File: src/rtl/mux_scan_ctrl_pkg.sv
// ---------------------------------------------------------------------------
// mux_scan_ctrl_pkg : shared constants and FSM encoding for the mux scanner
// Rev 1.0
// ---------------------------------------------------------------------------
`default_nettype none

package mux_scan_ctrl_pkg;

  localparam int N_ENTRIES_DEF = 25;
  localparam int DATA_W_DEF    = 8;
  localparam int SEL_W_DEF     = 5;

  localparam int ST_W = 2;
  localparam logic [ST_W-1:0] ST_IDLE = 2'd0;
  localparam logic [ST_W-1:0] ST_SCAN = 2'd1;
  localparam logic [ST_W-1:0] ST_DONE = 2'd2;

endpackage

`default_nettype wire

File: src/rtl/mux_scan_ctrl_if.sv
// ---------------------------------------------------------------------------
// mux_scan_ctrl_if : valid/ready sample stream carrying data, index and last
// Rev 1.0
// ---------------------------------------------------------------------------
`default_nettype none

interface mux_scan_ctrl_if #(
  parameter int DATA_W = 8,
  parameter int SEL_W  = 5
);

  logic [DATA_W-1:0] out_data;
  logic [SEL_W-1:0]  out_idx;
  logic              out_valid;
  logic              out_ready;
  logic              out_last;

  modport master (
    output out_data,
    output out_idx,
    output out_valid,
    output out_last,
    input  out_ready
  );

  modport slave (
    input  out_data,
    input  out_idx,
    input  out_valid,
    input  out_last,
    output out_ready
  );

endinterface

`default_nettype wire

File: src/rtl/mux_scan_ctrl.sv
// ---------------------------------------------------------------------------
// mux_scan_ctrl : steps an external N:1 mux, streams samples, checks solved
// Rev 1.0
// ---------------------------------------------------------------------------
`default_nettype none

module mux_scan_ctrl
  import mux_scan_ctrl_pkg::*;
#(
  parameter int N_ENTRIES = N_ENTRIES_DEF,
  parameter int DATA_W    = DATA_W_DEF,
  parameter int SEL_W     = SEL_W_DEF
) (
  input  wire logic              clk,
  input  wire logic              reset,
  input  wire logic              start,
  input  wire logic              abort,
  output logic [SEL_W-1:0]       sel,
  input  wire logic [DATA_W-1:0] mux_y,
  mux_scan_ctrl_if.master        stream,
  output logic                   busy,
  output logic                   done,
  output logic                   match_all
);

  localparam logic [SEL_W-1:0] LAST_IDX = SEL_W'(N_ENTRIES - 1);
  localparam int CMP_W = (DATA_W > SEL_W) ? DATA_W : SEL_W;

  logic [ST_W-1:0]   state;
  logic [SEL_W-1:0]  cnt;
  logic              loaded_all;
  logic              match_acc;
  logic [DATA_W-1:0] data_q;
  logic [SEL_W-1:0]  idx_q;
  logic              valid_q;
  logic              last_q;

  logic ld;
  logic cell_ok;
  logic accept;

  // Select comes straight from the registered counter so mux_y settles
  // within the same cycle it is sampled.
  assign sel     = (state == ST_SCAN) ? cnt : '0;
  assign ld      = (state == ST_SCAN) && (!valid_q || stream.out_ready) && !loaded_all;
  assign cell_ok = (CMP_W'(mux_y) == CMP_W'(cnt));
  assign accept  = valid_q && stream.out_ready;

  assign busy = (state == ST_SCAN);
  assign done = (state == ST_DONE);

  assign stream.out_data  = data_q;
  assign stream.out_idx   = idx_q;
  assign stream.out_valid = valid_q;
  assign stream.out_last  = last_q;

  always_ff @(posedge clk) begin
    if (reset) begin
      state      <= ST_IDLE;
      cnt        <= '0;
      loaded_all <= 1'b0;
      match_acc  <= 1'b0;
      match_all  <= 1'b0;
      data_q     <= '0;
      idx_q      <= '0;
      valid_q    <= 1'b0;
      last_q     <= 1'b0;
    end else if (abort) begin
      state      <= ST_IDLE;
      cnt        <= '0;
      loaded_all <= 1'b0;
      match_all  <= 1'b0;
      valid_q    <= 1'b0;
      last_q     <= 1'b0;
    end else begin
      case (state)
        ST_IDLE: begin
          if (start) begin
            state      <= ST_SCAN;
            cnt        <= '0;
            loaded_all <= 1'b0;
            match_acc  <= 1'b1;
            match_all  <= 1'b0;
          end
        end
        ST_SCAN: begin
          if (ld) begin
            data_q    <= mux_y;
            idx_q     <= cnt;
            last_q    <= (cnt == LAST_IDX);
            valid_q   <= 1'b1;
            match_acc <= match_acc & cell_ok;
            if (cnt == LAST_IDX) begin
              loaded_all <= 1'b1;
            end else begin
              cnt <= cnt + 1'b1;
            end
          end else if (accept) begin
            valid_q <= 1'b0;
          end
          if (accept && last_q) begin
            state <= ST_DONE;
          end
        end
        ST_DONE: begin
          match_all <= match_acc;
          valid_q   <= 1'b0;
          state     <= ST_IDLE;
        end
        default: begin
          state <= ST_IDLE;
        end
      endcase
    end
  end

endmodule

`default_nettype wire

File: src/flat_wrapper.sv
// flat-port wrapper written by rule: the top's interface ports become plain ports
module mux_scan_ctrl_flat import mux_scan_ctrl_pkg::*;
#(
  parameter int N_ENTRIES = N_ENTRIES_DEF,
  parameter int DATA_W    = DATA_W_DEF,
  parameter int SEL_W     = SEL_W_DEF
)
  (clk, reset, start, abort, sel, mux_y, busy, done, match_all, stream_out_data, stream_out_idx, stream_out_valid, stream_out_last, stream_out_ready);
  mux_scan_ctrl_if #(.DATA_W(DATA_W), .SEL_W(SEL_W)) stream_i ();
  input  wire logic clk;
  input  wire logic reset;
  input  wire logic start;
  input  wire logic abort;
  output logic [SEL_W-1:0] sel;
  input  wire logic [DATA_W-1:0] mux_y;
  output logic busy;
  output logic done;
  output logic match_all;
  output wire logic [$bits(stream_i.out_data)-1:0] stream_out_data;
  output wire logic [$bits(stream_i.out_idx)-1:0] stream_out_idx;
  output wire logic [$bits(stream_i.out_valid)-1:0] stream_out_valid;
  output wire logic [$bits(stream_i.out_last)-1:0] stream_out_last;
  input wire logic [$bits(stream_i.out_ready)-1:0] stream_out_ready;
  assign stream_out_data = stream_i.out_data;
  assign stream_out_idx = stream_i.out_idx;
  assign stream_out_valid = stream_i.out_valid;
  assign stream_out_last = stream_i.out_last;
  assign stream_i.out_ready = stream_out_ready;
  mux_scan_ctrl #(.N_ENTRIES(N_ENTRIES), .DATA_W(DATA_W), .SEL_W(SEL_W)) u_core (.clk(clk), .reset(reset), .start(start), .abort(abort), .sel(sel), .mux_y(mux_y), .stream(stream_i), .busy(busy), .done(done), .match_all(match_all));
endmodule
File: config.mk
export PLATFORM = sky130hd
export DESIGN_NAME = mux_scan_ctrl_flat
export DESIGN_NICKNAME = d
export VERILOG_FILES = /design/src/rtl/mux_scan_ctrl_pkg.sv /design/src/rtl/mux_scan_ctrl_if.sv /design/src/rtl/mux_scan_ctrl.sv /design/src/flat_wrapper.sv
export SDC_FILE = /design/constraint.sdc
export NUM_CORES = 1
export LEC_CHECK = 0
export CAP_MARGIN = 20
export CORE_ASPECT_RATIO = 1.5
export CORE_MARGIN = 4
export CORE_UTILIZATION = 42
export DETAILED_ROUTE_END_ITERATION = 12
export PLACE_DENSITY = 0.75
export REMOVE_ABC_BUFFERS = 1
export SLEW_MARGIN = 25
export SYNTH_ARGS = -nofsm -noshare
export SYNTH_HDL_FRONTEND = slang
export SYNTH_SLANG_ARGS = --single-unit
File: constraint.sdc
create_clock -name clk -period 1.6 [get_ports clk]
set_input_delay 0.48 -clock clk [delete_from_list [all_inputs] [get_ports clk]]
set_output_delay 0.48 -clock clk [all_outputs]
set_load 0.005 [all_outputs]
# --- Yosys cells after proc, flatten, opt, wreduce, memory -nomap -nowiden ---
# Index checks and enable logic that the tools add are counted.
op_classes:
  n_addsub: 1
  mul: 0
  n_div: 0
  order_cmp: 0
  eq_ne: 10
  shift: 0
  muxes: 19
  bitwise_logic: 2
  reduce_logical: 20
ops:
  columns: ["cell", "count"]
  rows:
  - ["5-bit 2-to-1 mux", 4]
  - ["4-bit AND reduction", 3]
  - ["5-bit case mux with 2 select lines", 1]
  - ["8-bit by 5-bit equality test with 1-bit output", 1]
  - ["1-bit case mux with 2 select lines", 4]
  - ["2-bit AND reduction", 4]
  - ["1-bit 2-to-1 mux", 7]
  - ["2-bit by 1-bit inequality test with 1-bit output (second input constant)", 3]
  - ["2-bit nonzero test", 3]
  - ["5-bit by 1-bit adder with 5-bit output (second input constant)", 1]
  - ["5-bit equality test (second input constant)", 1]
  - ["1-bit logical AND", 4]
  - ["2-bit 2-to-1 mux", 2]
  - ["2-bit inequality test (second input constant)", 2]
  - ["2-bit case mux with 2 select lines", 1]
  - ["3-bit by 1-bit inequality test with 1-bit output (second input constant)", 1]
  - ["3-bit AND reduction", 1]
  - ["2-bit by 1-bit equality test with 1-bit output (second input constant)", 1]
  - ["2-bit equality test (second input constant)", 1]
  - ["1-bit zero test", 2]
  - ["2-bit zero test", 1]
  - ["2-bit OR reduction", 1]
  - ["1-bit AND", 1]
  - ["1-bit logical OR", 1]
  - ["1-bit NOT", 1]
word_totals:
  register_bits: 25
  latch_bits: 0
  mem_bits_rw: 0
  mem_bits_ro: 0
  inputBits: 13
  output_inout_bits: 23
  elab_cells: 61
  mem_count: 0

# --- Depth between registers and ports, before layout ---
# Gate-level depths: netlist of run 1.
depth:
  depth_word: 6
  ltp_mapped: 7
  depth_no_buf: 6

# --- Worst setup path after synthesis of run 1 ---
# Ideal clock, no wire load.
synth_timing:
  kind: "register to output"
  from: "register u_core.state[1]"
  to: "output sel[0]"
  arrival_time_ns: 1.117
  required_time_ns: 1.120
  path_slack_ns: 0.003
  path_stages_with_launch: 5
  cell_sequence: "dfxtp_1 -> inv_1 -> ha_1 -> clkbuf_1 -> and2_1"
synth_via:
  elab_chain_cells: 2
synth_rtl:
  columns: ["element", "line_no", "source"]
  rows:
  - ["from (decl)", "mux_scan_ctrl.sv:29", "logic [ST_W-1:0] state;"]
  - ["from (signal assigned)", "mux_scan_ctrl.sv:59", "state <= ST_IDLE;"]
  - ["from (signal assigned)", "mux_scan_ctrl.sv:69", "state <= ST_IDLE;"]
  - ["from (signal assigned)", "mux_scan_ctrl.sv:79", "state <= ST_SCAN;"]
  - ["2-bit by 1-bit equality test with 1-bit output", null, null]
  - ["net busy", "flat_wrapper.sv:16", "output logic busy;"]
  - ["5-bit 2-to-1 mux", "mux_scan_ctrl.sv:44", "assign sel = (state == ST_SCAN) ? cnt : '0;"]
  - ["to (decl)", "flat_wrapper.sv:14", "output logic [SEL_W-1:0] sel;"]
# The timed path passes the listed nets, and every way through them passes these cells.

# --- Worst setup path in the final report of run 1 ---
layout_timing:
  from: "register u_core.state[1]"
  to: "register u_core.cnt[2]"
layout_via:
  elab_chain_cells: 5
  elab_cells_between_ends: 10
layout_rtl:
  columns: ["element", "line_no", "source"]
  rows:
  - ["2-bit by 1-bit equality test with 1-bit output", "mux_scan_ctrl.sv:45, mux_scan_ctrl.sv:76", null]
  - ["1-bit logical AND (2 in series)", "mux_scan_ctrl.sv:45", "assign ld = (state == ST_SCAN) && (!valid_q || stream.out_ready) && !loaded_all;"]
  - ["2-bit by 1-bit inequality test with 1-bit output (no source line)", null, null]
  - ["4-bit AND reduction (no source line)", null, null]
  - ["to (signal assigned)", "mux_scan_ctrl.sv:96", "cnt <= cnt + 1'b1;"]
  - ["to (decl)", "mux_scan_ctrl.sv:30", "logic [SEL_W-1:0] cnt;"]
# Several ways; a longest one is shown, not always the timed one.
# A chain may end at the register's enable or synchronous reset.

==> flow_summary.ini, run 1 <==
[sta]
setup-tns-final_ns = -0.1989
period_minus_slack_ns = 1.655
maxSlewViolCount = 0
finalHoldViolCount = 0
fin_crit_sh = 1.035
worst_pin_slew_ns = 0.2761
finClkSkew_ns = 0.004974
holdWs_ns = 0.4917
rsz0062_at_grt = yes
max_slew_margin = 0.8134
layout_setup_ws_ns = -0.05533
setup_viol = 8
fmax_mhz = 604.1

[drt]
dr.first_iter.drc_count = 52
drt_pass1_iterations = 4
routed-via-count = 1280
ant_nets = 0
drc = 0
viasPerCell = 5.333
drt-total-wl_mm = 3.796
wl_per_cell_um = 15.82

[critical_path]
crit_chain = inv_2 -> ha_4 -> buf_8 -> buf_12 -> o22ai_4 -> nand3_1 -> a32o_2
path_class = reg -> reg
crit_path_end_kind = flop
cp.arrival_ns = 1.81
cp-start-kind = flop
cpPeakStageDelay_ns = 0.35
cp_num_buf_inv = 3
cp.required_ns = 1.76
critPathTopFamily = compound AO/OA/AOI/OAI gates
cp_slowest_cell = dfxtp_2
worstPathMaxFanout = 8

[logic_synthesis]
yosysTopAreaCell = dfxtp_1
syn_area_um2 = 1270
ys_warn_count = 0
synth_compound_area_frac = 0.1192
syn_inst = 138
synth-seq-cells = 25
synth_top_area_frac = 0.3941
synthFlopType = dfxtp_1
ys_types = 37
synth-xor-area-share = 0.03448
ys_seq_area_frac = 0.3941
synth_edf_count = 0
synth_top_family_by_area = simple AND/OR/NAND/NOR gates
synth-adder-area-share = 0.04926
synth-simple-area-share = 0.2473
synth_area_leaders = dfxtp_1 39%, mux2i_1 10%, nor2_1 5.9%, ha_1 4.9%, nand3_1 2.8%
synthMuxAreaShare = 0.1113
synth.avg_cell_area_um2 = 9.203
async_flop_share = 0

[job]
max_cap_viol_count = 0

[final_layout]
final_cells = 240
final_layout_size_suffix_gt1_frac = 0.3682
syn_to_final_growth_pct = 61.97
final_nets = 220
num_antenna_cells = 0

[global_route]
grt.overflow.total = 0
grt_pass1_vias = 1366
antenna_found_initial = 0
grt_max_degree = 15
grtUsageTotal = 0.1972
grt_pass1_wl_mm = 5.892

[placement]
gp_congestion = 0.8876
portBuffers = 35
hpwl_mm = 2.646
post-place-cells = 226

[outcome]
status = finished, violations left
violations = setup timing

[power]
leakagePower_nw = 1.007
ir_drop_uv = 660.7
powerDensity_nw_per_um2 = 622.8

[cts]
numCtsBuffers = 3
insertion_delay_ns = 0.27
cts_tree = done
clk_pin_slew_ns = 0.09
root_buffer = clkbuf_8
cts_buffer_depth = 2
clock_sinks = 25
htreeDepth = 1

[floorplan]
initial_core_util = 0.4360
dieWidth_um = 52.90
io_pins = 36
die_area_um2 = 3985
row_count = 24
core_area_um2 = 2913
die_h_um = 75.35

[hold_path]
hp-class = reg -> reg
timing repair:
action,4_1_cts,5_1_grt
hold buffers,0,0
endpoints found under the hold margin,0,0
setup buffers,5,6
pin swaps,5,10
setup endpoints to repair,35,37
gates resized for setup,59,25
gates cloned,1,1
flip-flops by register name (all words and copies together), names as in the netlist:
name,cells
u_core.cnt,5
u_core.loaded_all,1
u_core.match_acc,1
u_core.match_all,1
u_core.state,2
u_core.stream.out_data,8
u_core.stream.out_idx,5
u_core.stream.out_last,1
u_core.stream.out_valid,1
tightest hold or removal path, stage by stage (launching register included):
cell,delay (ns)
dfxtp_2,0.33
mux2i_1,0.06
nor2_1,0.07
report_power, final:
group	internal (mW)	total (mW)	switching (mW)
clock	0.174	0.373	0.199
sequential	0.635	0.645	0.00993
combinational	0.143	0.264	0.121
total	0.952	1.28	0.329
metal layers:
metal	GRT usage	routed length (um)	part of all wire	vias to the layer above
li1	-	-	-	608
met1	0.1912	1305	0.34	622
met2	0.3978	2255	0.59	48
met3	0.04501	221	0.058	2
met4	0.05966	14	0.0037	0
met5	0	0	0	-
through the flow:
stage	utilization	power, mW	instance area (um2)	setup slack [ns]
final	0.7062	1.281	2057	-0.05533
after global routing	0.7062	1.352	2057	-0.1042
after CTS	0.6714	1.269	1956	-0.05208
after detailed placement	0.6160	0.8662	1794	-0.4490
after global placement	0.6160	0.8581	1794	-0.3652
after floorplan	-	0.7516	1232	-0.2452
area by class of cell:
class | instances | area, um2
clock buffers | 3 | 41.29
clock inverters | 1 | 5.005
fillers | 229 | 855.8
inverters | 5 | 21.27
multi-input cells | 102 | 799.5
flip-flops and latches | 25 | 515.5
well taps | 39 | 48.80
repair buffers | 65 | 625.6
placed cells by master, fill, tap and decap left out, types with 2 or more instances in the layout:
master	n
nand2_1	7
o21ai_0	5
and2_4	3
or2b_1	2
buf_6	6
dfxtp_1	13
clkbuf_8	3
and2_1	2
buf_4	24
dlygate4sd2_1	8
nand3_1	6
inv_1	3
dfxtp_2	12
nor3_1	2
buf_2	3
ha_1	2
nor3b_1	2
clkdlybuf4s50_1	12
ha_4	3
a31oi_1	2
a32o_1	2
xor2_1	4
nand2b_1	2
dlymetal6s2s_1	9
a21oi_1	4
mux2i_1	13
nor2_1	19
cell families (layout without fill, tap and decap cells):
family                   Yosys count  count (layout)
AO/OA/AOI/OAI                     21              21
XOR/XNOR                           5               5
adder cells (fa/ha/maj)            5               5
buffers and inverters             11              74
flip-flops                        25              25
multiplexers                      14              14
AND/OR/NAND/NOR                   57              57
synthesized netlist by cell type, types with 3 or more instances:
| cell type | n |
|---|---|
| dfxtp_1 | 25 |
| nor2_1 | 20 |
| mux2i_1 | 13 |
| nand2_1 | 7 |
| nand3_1 | 7 |
| and2_1 | 5 |
| ha_1 | 5 |
| inv_1 | 5 |
| o21ai_0 | 5 |
| a21oi_1 | 4 |
| clkbuf_1 | 4 |
| xor2_1 | 4 |
| a32o_1 | 3 |
| nand2b_1 | 3 |
final timing paths:
check	cells past startpoint	end	startpoint	slack (ns)
setup / recovery	7	u_core.cnt[2]	u_core.state[1]	-0.06
setup reg to reg	7	u_core.cnt[2]	u_core.state[1]	-0.06
hold / removal	2	u_core.stream.out_idx[4]	u_core.stream.out_idx[4]	0.49
hold reg to reg	2	u_core.stream.out_idx[4]	u_core.stream.out_idx[4]	0.49
Power figures use the tool's default switching activity.
==> inputs of run 2 (changes only) <==
--- a/config.mk
+++ b/config.mk
@@ -5,6 +5,7 @@
 export SDC_FILE = /design/constraint.sdc
 export NUM_CORES = 1
 export LEC_CHECK = 0
+export ABC_CLOCK_PERIOD_IN_PS = 1600
 export CAP_MARGIN = 20
 export CORE_ASPECT_RATIO = 1.5
 export CORE_MARGIN = 4
==> results of run 2 <==
The final DEF is identical to that of run 1; final timing and power are the same.
==> inputs of run 3 (changes only) <==
--- a/config.mk
+++ b/config.mk
@@ -5,13 +5,15 @@
 export SDC_FILE = /design/constraint.sdc
 export NUM_CORES = 1
 export LEC_CHECK = 0
+export ABC_AREA = 1
 export ABC_CLOCK_PERIOD_IN_PS = 1600
 export CAP_MARGIN = 20
 export CORE_ASPECT_RATIO = 1.5
 export CORE_MARGIN = 4
 export CORE_UTILIZATION = 42
+export CTS_CLUSTER_SIZE = 8
 export DETAILED_ROUTE_END_ITERATION = 12
-export PLACE_DENSITY = 0.75
+export PLACE_DENSITY = 0.74
 export REMOVE_ABC_BUFFERS = 1
 export SLEW_MARGIN = 25
 export SYNTH_ARGS = -nofsm -noshare
==> run 3 against run 2 <==
The run still ends with setup timing left. Synthesized cell count rose by 43%. Via count rose by 23%. Non-clock buffer count rose by 7. Critical path type is now reg -> out. Largest power group unchanged. Highest routed layer unchanged.
==> flow_summary.ini, run 3 <==
[final_layout]
final_nets = 288
final_common_cell = nand2_1
final_cell_mix = 54 x nand2_1, 32 x buf_4, 20 x inv_1, 20 x a21oi_1, 18 x nand3_1
largest_reg_flops = 8
final_cells = 308
num_antenna_cells = 0
syn_to_final_growth_pct = 68.12
multi_input_area_um2 = 773.2
fillerInstances = 239
postLayoutCoreUtil = 0.7398
ff_latch_area_um2 = 511.7
final_layout_size_suffix_gt1_frac = 0.3197

[drt]
viasPerCell = 5.110
drc = 0
dr.first_iter.drc_count = 53
drt-total-wl_mm = 4.162
ant_nets = 0
drt_pass1_iterations = 4
wl_per_cell_um = 13.51
routed-via-count = 1574

[floorplan]
row_count = 24
die_area_um2 = 4054
dieWidth_um = 53.34
core_area_um2 = 2943
initial_core_util = 0.4401
die_h_um = 76.01
io_pins = 36

[placement]
gp_congestion = 0.8977
portBuffers = 35
hpwl_mm = 2.904
post-place-cells = 294

[power]
finalPower_mw = 1.333
ir_drop_uv = 524.0
clkPwrFrac = 0.291
powerDensity_nw_per_um2 = 612.2
intPower_mw = 0.9626
p_seq_frac = 0.487
p_sw_mw = 0.3702
leakagePower_nw = 1.209
switching_share = 0.2777
p_comb_frac = 0.222

[global_route]
grtUsageTotal = 0.2127
grt_pass1_vias = 1574
grt_pass1_wl_mm = 6.534
antenna_found_initial = 0
grt_max_degree = 15
grt.overflow.total = 0

[cts]
insertion_delay_ns = 0.28
clock_sinks = 25
clk_pin_slew_ns = 0.09
root_buffer = clkbuf_8
cts_tree = done
cts_buffer_depth = 2
numCtsBuffers = 3
ctsHoldBuffers = 0
htreeDepth = 1

[logic_synthesis]
synth.avg_cell_area_um2 = 6.540
synth_edf_count = 0
yosysTopAreaCell = dfxtp_1
synthFlopType = dfxtp_1
async_flop_share = 0
ys_seq_area_frac = 0.3865
synth_common_cells = 61 x nand2_1, 27 x inv_1, 25 x dfxtp_1
ys_warn_count = 0
synth_area_leaders = dfxtp_1 39%, nand2_1 18%, a21oi_1 9.3%, inv_1 7.8%, nand3_1 7.0%
syn_area_um2 = 1295
ys_types = 18
synth_top_area_frac = 0.3865
synth.most_common_cell = nand2_1
syn_inst = 198
synth-seq-cells = 25

[hold_path]
hp-class = reg -> reg

[outcome]
violations = setup timing
status = finished, violations left

[sta]
rsz0062_at_grt = yes
setup_viol = 9
holdWs_ns = 0.4598
maxSlewViolCount = 0
finalHoldViolCount = 0
layout_setup_ws_ns = -0.03871
finClkSkew_ns = 0.005365
worst_pin_slew_ns = 0.2659
max_slew_margin = 0.8216
period_minus_slack_ns = 1.639
fmax_mhz = 610.2
setup-tns-final_ns = -0.2972
fin_crit_sh = 1.024

[critical_path]
cpPeakStageDelay_ns = 0.34
crit_path_end_kind = output pin
critPathTopFamily = flip-flops
worstPathMaxFanout = 3
cp.arrival_ns = 1.16
cp.required_ns = 1.12
cp-start-kind = flop
path_class = reg -> out
cp_num_buf_inv = 4
cp_slowest_cell = dfxtp_2
crit_chain = inv_2 -> ha_4 -> buf_6 -> nand2_2 -> inv_2 -> buf_2
path_common_cell = inv_2

[job]
max_cap_viol_count = 0
==> run 3: per-layer routing <==
metal	track usage	part of all wire
met5	0	0
met4	0.1407	0.039
met3	0.03523	0.045
met2	0.3833	0.54
met1	0.2056	0.38
==> run 3: metrics by stage <==
stage | setup slack [ns] | instance area (um2)
finish | -0.03871 | 2177
global route | -0.1558 | 2177
CTS | -0.03807 | 2057
detailed placement | -0.2273 | 1899
global placement | -0.1799 | 1899
floorplan | -0.09845 | 1272
==> run 3: power groups by stage <==
stage               Sequential, mW  Clock [mW]  Combinational [mW]
CTS                          0.648       0.393               0.272
global placement             0.661           0               0.239
detailed placement           0.661           0               0.243
finish                       0.649       0.388               0.296
global route                 0.651       0.414               0.323
floorplan                    0.662           0               0.100
==> run 3: area by class of cell <==
class | count | area share
sequential | 25 | 0.2351
tap | 39 | 0.02241
clock buffer | 4 | 0.02069
timing repair buffer | 72 | 0.3115
multi-input combinational | 138 | 0.3552
inverter | 30 | 0.05517
==> run 3: worst reg2reg max path, stage by stage, from the launching register on <==
cell and delay (ns):
dfxtp_2 0.36, buf_4 0.12, inv_2 0.04, buf_4 0.13
ha_4 0.17, o21ai_1 0.25, nand2_4 0.08, nor2_4 0.15
inv_2 0.09, a21oi_2 0.11, nor2_1 0.05
==> run 3: cell families after synthesis <==
group,synth area share
simple gates,0.3198
flops,0.3865
fa+ha+maj,0.04831
buf+inv,0.1043
compound gates,0.1411
==> run 3: path summary, 6_finish.rpt <==
check / startpoint / slack [ns] / endpoint / cells past startpoint
hold reg to reg: u_core.stream.out_data[6] / 0.46 / u_core.stream.out_data[6] / 2
setup reg to reg: u_core.state[0] / -0.04 / u_core.cnt[2] / 10
hold / removal: u_core.stream.out_data[6] / 0.46 / u_core.stream.out_data[6] / 2
setup / recovery: u_core.state[1] / -0.04 / sel[3] / 6
==> run 3: repair_timing <==
item / in CTS / in global routing
pin swaps: 6 / 8
endpoints found under the hold margin: 0 / 0
setup endpoints to repair: 38 / 38
setup buffers: 9 / 2
resized for setup: 67 / 32
